## config.mk

```make
export PLATFORM = sky130hd
export DESIGN_NAME = smart_irrigation_ctrl
export DESIGN_NICKNAME = d
export VERILOG_FILES = /design/src/rtl/smart_irrigation_ctrl.sv
export SDC_FILE = /design/constraint.sdc
export NUM_CORES = 1
export LEC_CHECK = 0
export CORE_ASPECT_RATIO = 2
export CORE_MARGIN = 2
export CORE_UTILIZATION = 35
export DETAILED_ROUTE_END_ITERATION = 10
export GPL_TIMING_DRIVEN = 0
export RECOVER_POWER = 25
export SLEW_MARGIN = 10
export SYNTH_ARGS = -nofsm -noshare
export SYNTH_HDL_FRONTEND = slang
export SYNTH_SLANG_ARGS = --single-unit
```

## constraint.sdc

```tcl
create_clock -name clk -period 3.7 [get_ports clk]
set_clock_uncertainty 0.2 [all_clocks]
set_input_delay 0.74 -clock clk [delete_from_list [all_inputs] [get_ports clk]]
set_output_delay 0.74 -clock clk [all_outputs]
set_load 0.03 [all_outputs]
```

## src/rtl/smart_irrigation_ctrl.sv

```systemverilog
// Multi-zone irrigation controller: auto zone sequencer, rain/moisture/quota gating,
// debounced flow-meter usage accounting with peak-sunlight double-rate counting.
module smart_irrigation_ctrl #(
  parameter int NUM_USERS      = 4,
  parameter int WIDTH          = 6,
  parameter int DEBOUNCE_WIDTH = 8,
  parameter int DEBOUNCE_LOCK  = 3,
  parameter int ZONE_TICKS     = 4,
  parameter int DAY_TICKS      = 64,
  parameter int PEAK_START     = 0,
  parameter int PEAK_END       = 32
) (
  input  logic                         clk,
  input  logic                         rst,
  input  logic                         clk_1hz,
  input  logic                         flow_pulse_raw,
  input  logic                         moisture_dry,
  input  logic                         rain,
  input  logic                         auto_cycle_start,
  input  logic [$clog2(NUM_USERS)-1:0] user_select_manual,
  input  logic                         reset_user,
  input  logic                         quota_wr,
  input  logic [WIDTH-1:0]             quota_set,
  input  logic                         manual_override,
  output logic                         valve_on,
  output logic [NUM_USERS-1:0]         quota_exceeded,
  output logic [WIDTH-1:0]             usage_out,
  output logic [WIDTH-1:0]             quota_out,
  output logic                         flow_boost_on,
  output logic                         sequencer_active,
  output logic [$clog2(NUM_USERS)-1:0] current_zone
);

  localparam int ZW   = $clog2(NUM_USERS);
  localparam int TW   = $clog2(ZONE_TICKS + 1);
  localparam int TODW = $clog2(DAY_TICKS);

  typedef enum logic {IDLE, WATER} state_t;

  state_t                    state_q, state_d;
  logic [ZW-1:0]             zone_q, zone_d;
  logic [TW-1:0]             timer_q, timer_d;
  logic [TODW-1:0]           tod_q, tod_d;
  logic [1:0]                hz_sync_q;
  logic                      hz_prev_q;
  logic [1:0]                flow_sync_q;
  logic                      flow_prev_q;
  logic [DEBOUNCE_WIDTH-1:0] lock_q, lock_d;
  logic                      valve_q, valve_d;
  logic [WIDTH-1:0]          usage_q [NUM_USERS];
  logic [WIDTH-1:0]          usage_d [NUM_USERS];
  logic [WIDTH-1:0]          quota_q [NUM_USERS];
  logic [WIDTH-1:0]          quota_d [NUM_USERS];

  logic             tick;
  logic             flow_edge;
  logic             accept;
  logic             peak;
  logic             paused;
  logic             advance;
  logic [WIDTH-1:0] step_amt;
  logic [WIDTH:0]   sum;

  assign tick      = hz_sync_q[1] & ~hz_prev_q;
  assign flow_edge = flow_sync_q[1] & ~flow_prev_q;
  assign accept    = flow_edge && (lock_q == '0);
  // Signed compare keeps a PEAK_START of 0 meaningful without an always-true unsigned test.
  assign peak      = (int'(tod_q) >= PEAK_START) && (int'(tod_q) < PEAK_END);

  assign sequencer_active = (state_q == WATER);
  assign current_zone     = sequencer_active ? zone_q : user_select_manual;
  assign valve_on         = valve_q;
  assign flow_boost_on    = valve_q && peak;
  assign usage_out        = usage_q[current_zone];
  assign quota_out        = quota_q[current_zone];
  assign step_amt         = flow_boost_on ? WIDTH'(2) : WIDTH'(1);
  assign sum              = {1'b0, usage_q[current_zone]} + {1'b0, step_amt};

  always_comb begin
    for (int unsigned i = 0; i < NUM_USERS; i++) begin
      quota_exceeded[i] = (usage_q[i] >= quota_q[i]);
    end
  end

  always_comb begin
    tod_d = tod_q;
    if (tick) begin
      tod_d = (tod_q == TODW'(DAY_TICKS - 1)) ? '0 : tod_q + 1'b1;
    end
    if (accept) begin
      lock_d = DEBOUNCE_WIDTH'(DEBOUNCE_LOCK);
    end else if (lock_q != '0) begin
      lock_d = lock_q - 1'b1;
    end else begin
      lock_d = '0;
    end
  end

  always_comb begin
    state_d = state_q;
    zone_d  = zone_q;
    timer_d = timer_q;
    paused  = rain && !manual_override;
    advance = (timer_q == TW'(ZONE_TICKS)) || (!moisture_dry && !manual_override) ||
              quota_exceeded[zone_q];
    case (state_q)
      IDLE: begin
        if (auto_cycle_start) begin
          state_d = WATER;
          zone_d  = '0;
          timer_d = '0;
        end
      end
      WATER: begin
        if (advance) begin
          timer_d = '0;
          if (zone_q == ZW'(NUM_USERS - 1)) begin
            state_d = IDLE;
          end else begin
            zone_d = zone_q + 1'b1;
          end
        end else if (tick && !paused) begin
          timer_d = timer_q + 1'b1;
        end
      end
      default: state_d = IDLE;
    endcase
  end

  always_comb begin
    valve_d = !quota_exceeded[current_zone] &&
              (manual_override || (sequencer_active && moisture_dry && !rain));
  end

  // A reset_user clear is applied after the increment so it wins on the same zone.
  always_comb begin
    for (int unsigned i = 0; i < NUM_USERS; i++) begin
      usage_d[i] = usage_q[i];
      quota_d[i] = quota_q[i];
    end
    if (accept && valve_q) begin
      usage_d[current_zone] = sum[WIDTH] ? '1 : sum[WIDTH-1:0];
    end
    if (reset_user) begin
      usage_d[user_select_manual] = '0;
    end
    if (quota_wr) begin
      quota_d[user_select_manual] = quota_set;
    end
  end

  always_ff @(posedge clk or posedge rst) begin
    if (rst) begin
      state_q     <= IDLE;
      zone_q      <= '0;
      timer_q     <= '0;
      tod_q       <= '0;
      hz_sync_q   <= '0;
      hz_prev_q   <= 1'b0;
      flow_sync_q <= '0;
      flow_prev_q <= 1'b0;
      lock_q      <= '0;
      valve_q     <= 1'b0;
      for (int unsigned i = 0; i < NUM_USERS; i++) begin
        usage_q[i] <= '0;
        quota_q[i] <= '1;
      end
    end else begin
      state_q     <= state_d;
      zone_q      <= zone_d;
      timer_q     <= timer_d;
      tod_q       <= tod_d;
      hz_sync_q   <= {hz_sync_q[0], clk_1hz};
      hz_prev_q   <= hz_sync_q[1];
      flow_sync_q <= {flow_sync_q[0], flow_pulse_raw};
      flow_prev_q <= flow_sync_q[1];
      lock_q      <= lock_d;
      valve_q     <= valve_d;
      for (int unsigned i = 0; i < NUM_USERS; i++) begin
        usage_q[i] <= usage_d[i];
        quota_q[i] <= quota_d[i];
      end
    end
  end

endmodule

```

==> run summary, run 1 <==
synth unique cells = 54
relative slew slack = -5.901%
register area share after synthesis = 43.44%
Die H = 162.4 um
Area Growth Syn to Fin = 20.35%
Worst EP required = 2.76 ns
Site Rows = 57
CTS Buf Count = 9
Area contributors post-synth = dfrtp_1 29%, dfstp_2 14%, ha_1 9.1%
max frequency = 278.1 MHz
PortBufs = 36
share of post-route cells with drive strength above 1 = 22.17%
pin count of the biggest net entering global routing = 64
Critical Path Start Type = register
most numerous cell in the Yosys netlist = dfrtp_1
final antenna-violating net count = 0
most frequent cells after synthesis = 51 x dfrtp_1, 39 x nor2_1, 36 x inv_1
clk sinks = 75
die width = 83.19 um
Tot GR Track Use = 16.13%
Int Pwr = 0.002266 W
Hold Buf Count CTS = 0
Synth area leader = dfrtp_1
drt via density = 5.221
first-pass GRT wire length = 16580 um
clock-pin slew on the worst setup and hold paths = 0.06 ns
min-delay src = flow_sync_q[0]$_DFF_PP0_
max cap viols = 1
reg-to-reg startpoint = sequencer_active$_DFF_PP0_
vias = 3122
critical path peak fanout = 3
violated checks = capacitance limit, slew limit
ys async rst share = 100.0%
Worst setup EP type = primary output
Post-Place Cells = 582
minimum clock period = 3.596 ns
Root Buffer = clkbuf_16
Initial DRC Count = 179
layout net count = 497
Core Region = 12200 sq um
outcome = finished, violations left
Psw = 0.001253 W
Top FF cell, synth = dfrtp_1
EDFF count, synth = 0
VDD IR-drop max = 0.4438 mV
top-area cell type share of the netlist area = 29.08%
unrepaired setup endpoints after global routing = false
hold_ws = 0.1533 ns
start point of the critical path = quota_q[2]$_DFFE_PP1P_
Synthesis Warnings = 0
sequential share of power = 32.9%
TNS Setup = 0 ns
hpwl dp = 8092 um
synthesized cell area = 4389 sq um
initial antenna violation count = 0
clock insertion delay at the later pin of the skew report = 0.34 ns
Layout Cells excl Fill = 598
post-CTS sizing = 1
Hold Path Class = register to register
vias in the first global route = 3196
total gr overflow = 0
worst-margin pin slew = 1.589 ns
# H-tree levels = 3
clock network power share = 28.8%
post-synthesis net count = 449
CTS tree = yes
CP Class = register to primary output
post-synthesis average cell area = 11.03 sq um
# DRC = 0
Max clock buf depth = 2
drt wl/cell = 17.35 um
Ports = 39
initial core utilization = 35.99%
placer congestion estimate = 0.8742
Total Routed Length = 10380 um
final hold violations = 0
cell leakage power = 2.301 nW
Diodes inserted = 0
total power = 0.003519 W
crit share post-route = 97.18%
postcts setup bufs = 0
Sw Share = 35.61%
Setup Viol. Count Final = 0
number of synthesized register bits = 75
Pre-antenna DRT Iters = 5
Power Dens Cells = 666.1 nW/um^2
Post-Syn Instances = 398
Max Slew Vio Count = 64
logic gate share of total power = 38.3%
area of the die = 13510 sq um
crit path DAT = 2.66 ns
## critical path: stages (launching register included)
cell	delay, ns
dfstp_2	0.55
inv_1	0.05
ha_1	0.28
a21o_1	0.11
a31oi_1	0.06
o21ai_0	0.49
clkdlybuf4s50_1	0.78
## final cells by class
| type | count | area, sq um |
|---|---|---|
| fill | 1141 | 6913 |
| multi-input combinational | 277 | 2275 |
| inverter | 39 | 155.1 |
| timing repair buffer | 37 | 365.4 |
| clock buffer | 9 | 225.2 |
| sequential | 75 | 1907 |
| buffer | 7 | 55.05 |
| tap | 147 | 183.9 |
| clock inverter | 7 | 116.4 |
## final timing paths
kind / to / slack (ns) / cells past startpoint
max: quota_exceeded[3] / 0.10 / 6
min: flow_sync_q[1]$_DFF_PP0_ / 0.15 / 0
max reg2reg: usage_q[6]$_DFF_PP0_ / 0.53 / 11
min reg2reg: flow_sync_q[1]$_DFF_PP0_ / 0.15 / 0
max in group asynchronous: usage_q[0]$_DFF_PP0_ / 0.71 / 3
min in group asynchronous: hz_sync_q[0]$_DFF_PP0_ / 0.69 / 2
## logic make-up after synthesis
family	count (synthesis)	share of synthesized area, %
compound gates	64	10.03
simple gates	122	14.65
xor+xnor	5	0.9977
flops	75	43.44
buf+inv	46	4.732
fa+ha+maj	33	9.578
mux	53	16.56
## layer usage
layer | track usage (%) | up-vias | share of wire (%)
met5 | 0 | - | 0
met2 | 29.91 | 66 | 55
met3 | 2.382 | 15 | 2.5
li1 | - | 1513 | -
met4 | 9.165 | 0 | 3.7
met1 | 17.14 | 1528 | 39
## power by group through the flow
| stage | registers, W | logic, W | clock network, W |
|---|---|---|---|
| after global placement | 0.00116 | 0.00133 | 0 |
| after floorplan | 0.00115 | 0.000949 | 0 |
| after CTS | 0.00116 | 0.00137 | 0.00103 |
| after global routing | 0.00118 | 0.00146 | 0.00107 |
| after detailed placement | 0.00117 | 0.00136 | 0 |
| final | 0.00116 | 0.00135 | 0.00101 |
## per-stage QoR
stage / worst slack, ns / cell area (sq um) / utilization [%]
after global routing: 0.03246 / 5283 / 43.32
after CTS: 0.01676 / 5306 / 43.51
after global placement: -0.4098 / 4933 / 40.45
final: 0.1043 / 5283 / 43.32
after detailed placement: -0.03231 / 4964 / 40.70
after floorplan: 0.3508 / 4389 / -
## state kept, by name, summed over array words and instances (netlist names)
| register | cells |
|---|---|
| hz_prev_q | 1 |
| tod_q | 6 |
| flow_sync_q | 2 |
| valve_on | 1 |
| zone_q | 2 |
| quota_q | 24 |
| lock_q | 8 |
| flow_prev_q | 1 |
| sequencer_active | 1 |
| timer_q | 3 |
| hz_sync_q | 2 |
| usage_q | 24 |
## layout by cell type, fill, tap and decap left out, types with 5 or more instances in the layout
master / synthesis / layout
inv_1: 36 / 35
mux2i_1: 16 / 16
a31oi_1: 5 / 5
nor2b_1: 7 / 7
nor2_1: 39 / 39
a21oi_1: 7 / 7
nand3_1: 9 / 9
dfrtp_1: 51 / 51
mux2_2: 23 / 23
nand2_1: 32 / 32
clkbuf_16: 0 / 9
ha_1: 32 / 32
nor3_1: 5 / 5
a21o_1: 8 / 8
mux4_2: 12 / 12
nand2b_1: 6 / 6
clkdlybuf4s50_1: 0 / 33
dfstp_2: 24 / 24
o21ai_0: 17 / 16
a211oi_1: 9 / 9
(Power assumes the default switching activity.)
==> run 2, diff against run 1 <==
--- a/config.mk
+++ b/config.mk
@@ -7,7 +7,7 @@
 export LEC_CHECK = 0
 export CORE_ASPECT_RATIO = 2
 export CORE_MARGIN = 2
-export CORE_UTILIZATION = 35
+export CORE_UTILIZATION = 45
 export DETAILED_ROUTE_END_ITERATION = 10
 export GPL_TIMING_DRIVEN = 0
 export RECOVER_POWER = 25
==> run 2 against run 1 <==
The run now ends clean. First-iteration DRC count increased by 13%. Power shrank 0.77%. Combinational power hardly changed. Critical endpoint is now usage_out[4]. Highest routed layer unchanged. Largest power group unchanged. Clock power is essentially flat. Clock-buffer cell count rose by 2.
==> run summary, run 2 (same netlist as run 1, synthesis figures left out) <==
outcome = finished, final reports clean
Worst EP required = 2.76 ns (about the same)
die width = 73.84 um (-11%)
critical path peak fanout = 10 (+7)
most frequent cells in the layout = 51 x dfrtp_1, 39 x nor2_1, 35 x inv_1
vias in the first global route = 3182 (-0.44%)
# DRC = 0 (unchanged)
placed inst area = 4945 sq um (-0.38%)
Max clock buf depth = 2 (unchanged)
drt via density = 5.401 (+3.5%)
Initial DRC Count = 202 (+13%)
Root Buffer = clkbuf_16
crit path DAT = 2.64 ns (-0.02 ns)
worst path cell trace = buf_6 -> mux2i_4 -> buf_6 -> mux4_2 -> clkdlybuf4s50_1
clock insertion delay at the later pin of the skew report = 0.34 ns (about the same)
CTS tree = yes
Design Area, Final = 5260 sq um (-0.43%)
worst-margin pin slew = 1.446 ns (-0.1420 ns)
start point of the critical path = sequencer_active$_DFF_PP0_
clk sinks = 75 (unchanged)
fill count = 855 (-25%)
first-pass GRT wire length = 16810 um (+1.4%)
minimum clock period = 3.579 ns (-0.01700 ns)
placer congestion estimate = 0.8837 (+1.1%)
flop-to-flop setup slack = 0.54 ns (about the same)
layout net count = 497 (unchanged)
Setup Viol. Count Final = 0 (unchanged)
Pre-antenna DRT Iters = 4 (-1)
vias = 3149 (+0.86%)
Tot GR Track Use = 21.83% (+5.7 points)
initial antenna violation count = 0 (unchanged)
share of post-route cells with drive strength above 1 = 22.17% (unchanged)
Int Pwr = 0.002239 W (-1.2%)
logic gate share of total power = 38.6% (+0.3 points)
final hold violations = 0 (unchanged)
reg-to-reg startpoint = sequencer_active$_DFF_PP0_
initial core utilization = 45.55% (+9.6 points)
Core Region = 9635 sq um (-21%)
crit share post-route = 96.72% (-0.46 points)
Worst setup EP type = primary output
CTS Buf Count = 9 (unchanged)
crit-path most repeated cell = buf_6
Hold Path Class = register to register
CP max stage cell = mux4_2
max frequency = 279.4 MHz (+0.47%)
Die H = 143.7 um (-12%)
area of the multi-input gates = 2275 sq um (unchanged)
max cap viols = 0 (-1)
hpwl dp = 7928 um (-2.0%)
Critical Path Start Type = register
VDD IR-drop max = 0.4470 mV (+0.71%)
CP Class = register to primary output
clock network power share = 28.2% (-0.6 points)
Ports = 39 (unchanged)
unrepaired setup endpoints after global routing = false
relative slew slack = 3.567% (+9.5 points)
final antenna-violating net count = 0 (unchanged)
Largest regs = quota_q (24), usage_q (24), lock_q (8)
Area Growth Syn to Fin = 19.84%
Post-Place Cells = 567 (-2.6%)
worst hold path depth = 0 (unchanged)
FF/Latch Area = 1907 sq um (unchanged)
Site Rows = 51 (-11%)
sequential share of power = 33.2% (+0.3 points)
Diodes inserted = 0 (unchanged)
drt wl/cell = 17.81 um (+2.7%)
total gr overflow = 0 (unchanged)
pin count of the biggest net entering global routing = 58 (-9.4%)
Total Routed Length = 10390 um (about the same)
clock-pin slew on the worst setup and hold paths = 0.06 ns (about the same)
Psw = 0.001253 W (about the same)
Sw Share = 35.88% (+0.27 points)
PortBufs = 36 (unchanged)
capture point of the worst path = usage_out[4]
Layout Cells excl Fill = 583 (-2.5%)
area of the die = 10610 sq um (-21%)
# H-tree levels = 3 (unchanged)
crit-path max cell delay = 0.63 ns (-0.15 ns)
Max Slew Vio Count = 0 (-100%)
cell leakage power = 2.297 nW (-0.15%)
worst reg-to-reg path cell count = 11 (unchanged)
Power Dens Cells = 663.8 nW/um^2 (-0.35%)
RR Endpoint = usage_q[22]$_DFF_PP0_
commonest non-fill, non-tap cell in the layout = dfrtp_1
[run 2: cell types whose count changed in the layout (fill, tap and decap cells not counted), sizes merged]
cell	delta
bufinv	-1
clkbuf	+2
clkinv	-1
[run 2: cell type report]
type                            count  share of cell area [%]
Multi-Input combinational cell    277                   43.24
Sequential cell                    75                   36.25
Timing Repair Buffer               37                   6.946
Clock buffer                       11                   4.805
Tap cell                          132                   3.140
Inverter                           39                   2.950
Clock inverter                      5                   1.618
Buffer                              7                   1.047
[run 2: through the flow]
step / hold slack, ns / total power, W / setup TNS, ns / util, % / worst slack, ns
detailed placement: 0.1356 / 0.002533 / -0.03932 / 51.32 / -0.03932
floorplan: 0.1312 / 0.002095 / 0 / - / 0.3508
CTS: 0.1497 / 0.003524 / 0 / 54.84 / 0.02512
global placement: 0.1350 / 0.002493 / -22.42 / 51.01 / -0.4480
global route: 0.1570 / 0.003682 / 0 / 54.59 / 0.03322
finish: 0.1493 / 0.003491 / 0 / 54.59 / 0.1213
[run 2: per-layer routing]
| layer | wire length, um | global-route usage [%] |
|---|---|---|
| met5 | 0 | 0 |
| met4 | 189 | 7.847 |
| met3 | 277 | 3.927 |
| met2 | 5858 | 39.00 |
| met1 | 4061 | 25.35 |
[run 2: what timing repair did]
item	in CTS	in global routing
endpoints found under the setup margin	1	1
hold buffers	0	0
gates resized for setup	1	1
setup buffers	0	0
[run 2: power groups by stage]
stage	clock network, W	logic (W)	registers, W
global placement	0	0.00133	0.00116
floorplan	0	0.000949	0.00115
finish	0.000985	0.00135	0.00116
detailed placement	0	0.00136	0.00117
global route	0.00103	0.00147	0.00118
CTS	0.000994	0.00137	0.00116
[run 2: worst min-delay path by stage]
stage / from / endpoint / slack, ns
after global placement: hz_sync_q[0]$_DFF_PP0_ / hz_sync_q[1]$_DFF_PP0_ / 0.13
after floorplan: flow_sync_q[0]$_DFF_PP0_ / flow_sync_q[1]$_DFF_PP0_ / 0.13
after detailed placement: flow_sync_q[0]$_DFF_PP0_ / flow_sync_q[1]$_DFF_PP0_ / 0.14
after global routing: flow_sync_q[0]$_DFF_PP0_ / flow_sync_q[1]$_DFF_PP0_ / 0.16
final: flow_sync_q[0]$_DFF_PP0_ / flow_sync_q[1]$_DFF_PP0_ / 0.15
after CTS: flow_sync_q[0]$_DFF_PP0_ / flow_sync_q[1]$_DFF_PP0_ / 0.15
[run 2: critical path, delay by kind of cell (launching register included)]
family,cells,cell delay (ns)
buffers and inverters,3,1.02
flip-flops,1,0.36
multiplexers,2,0.91
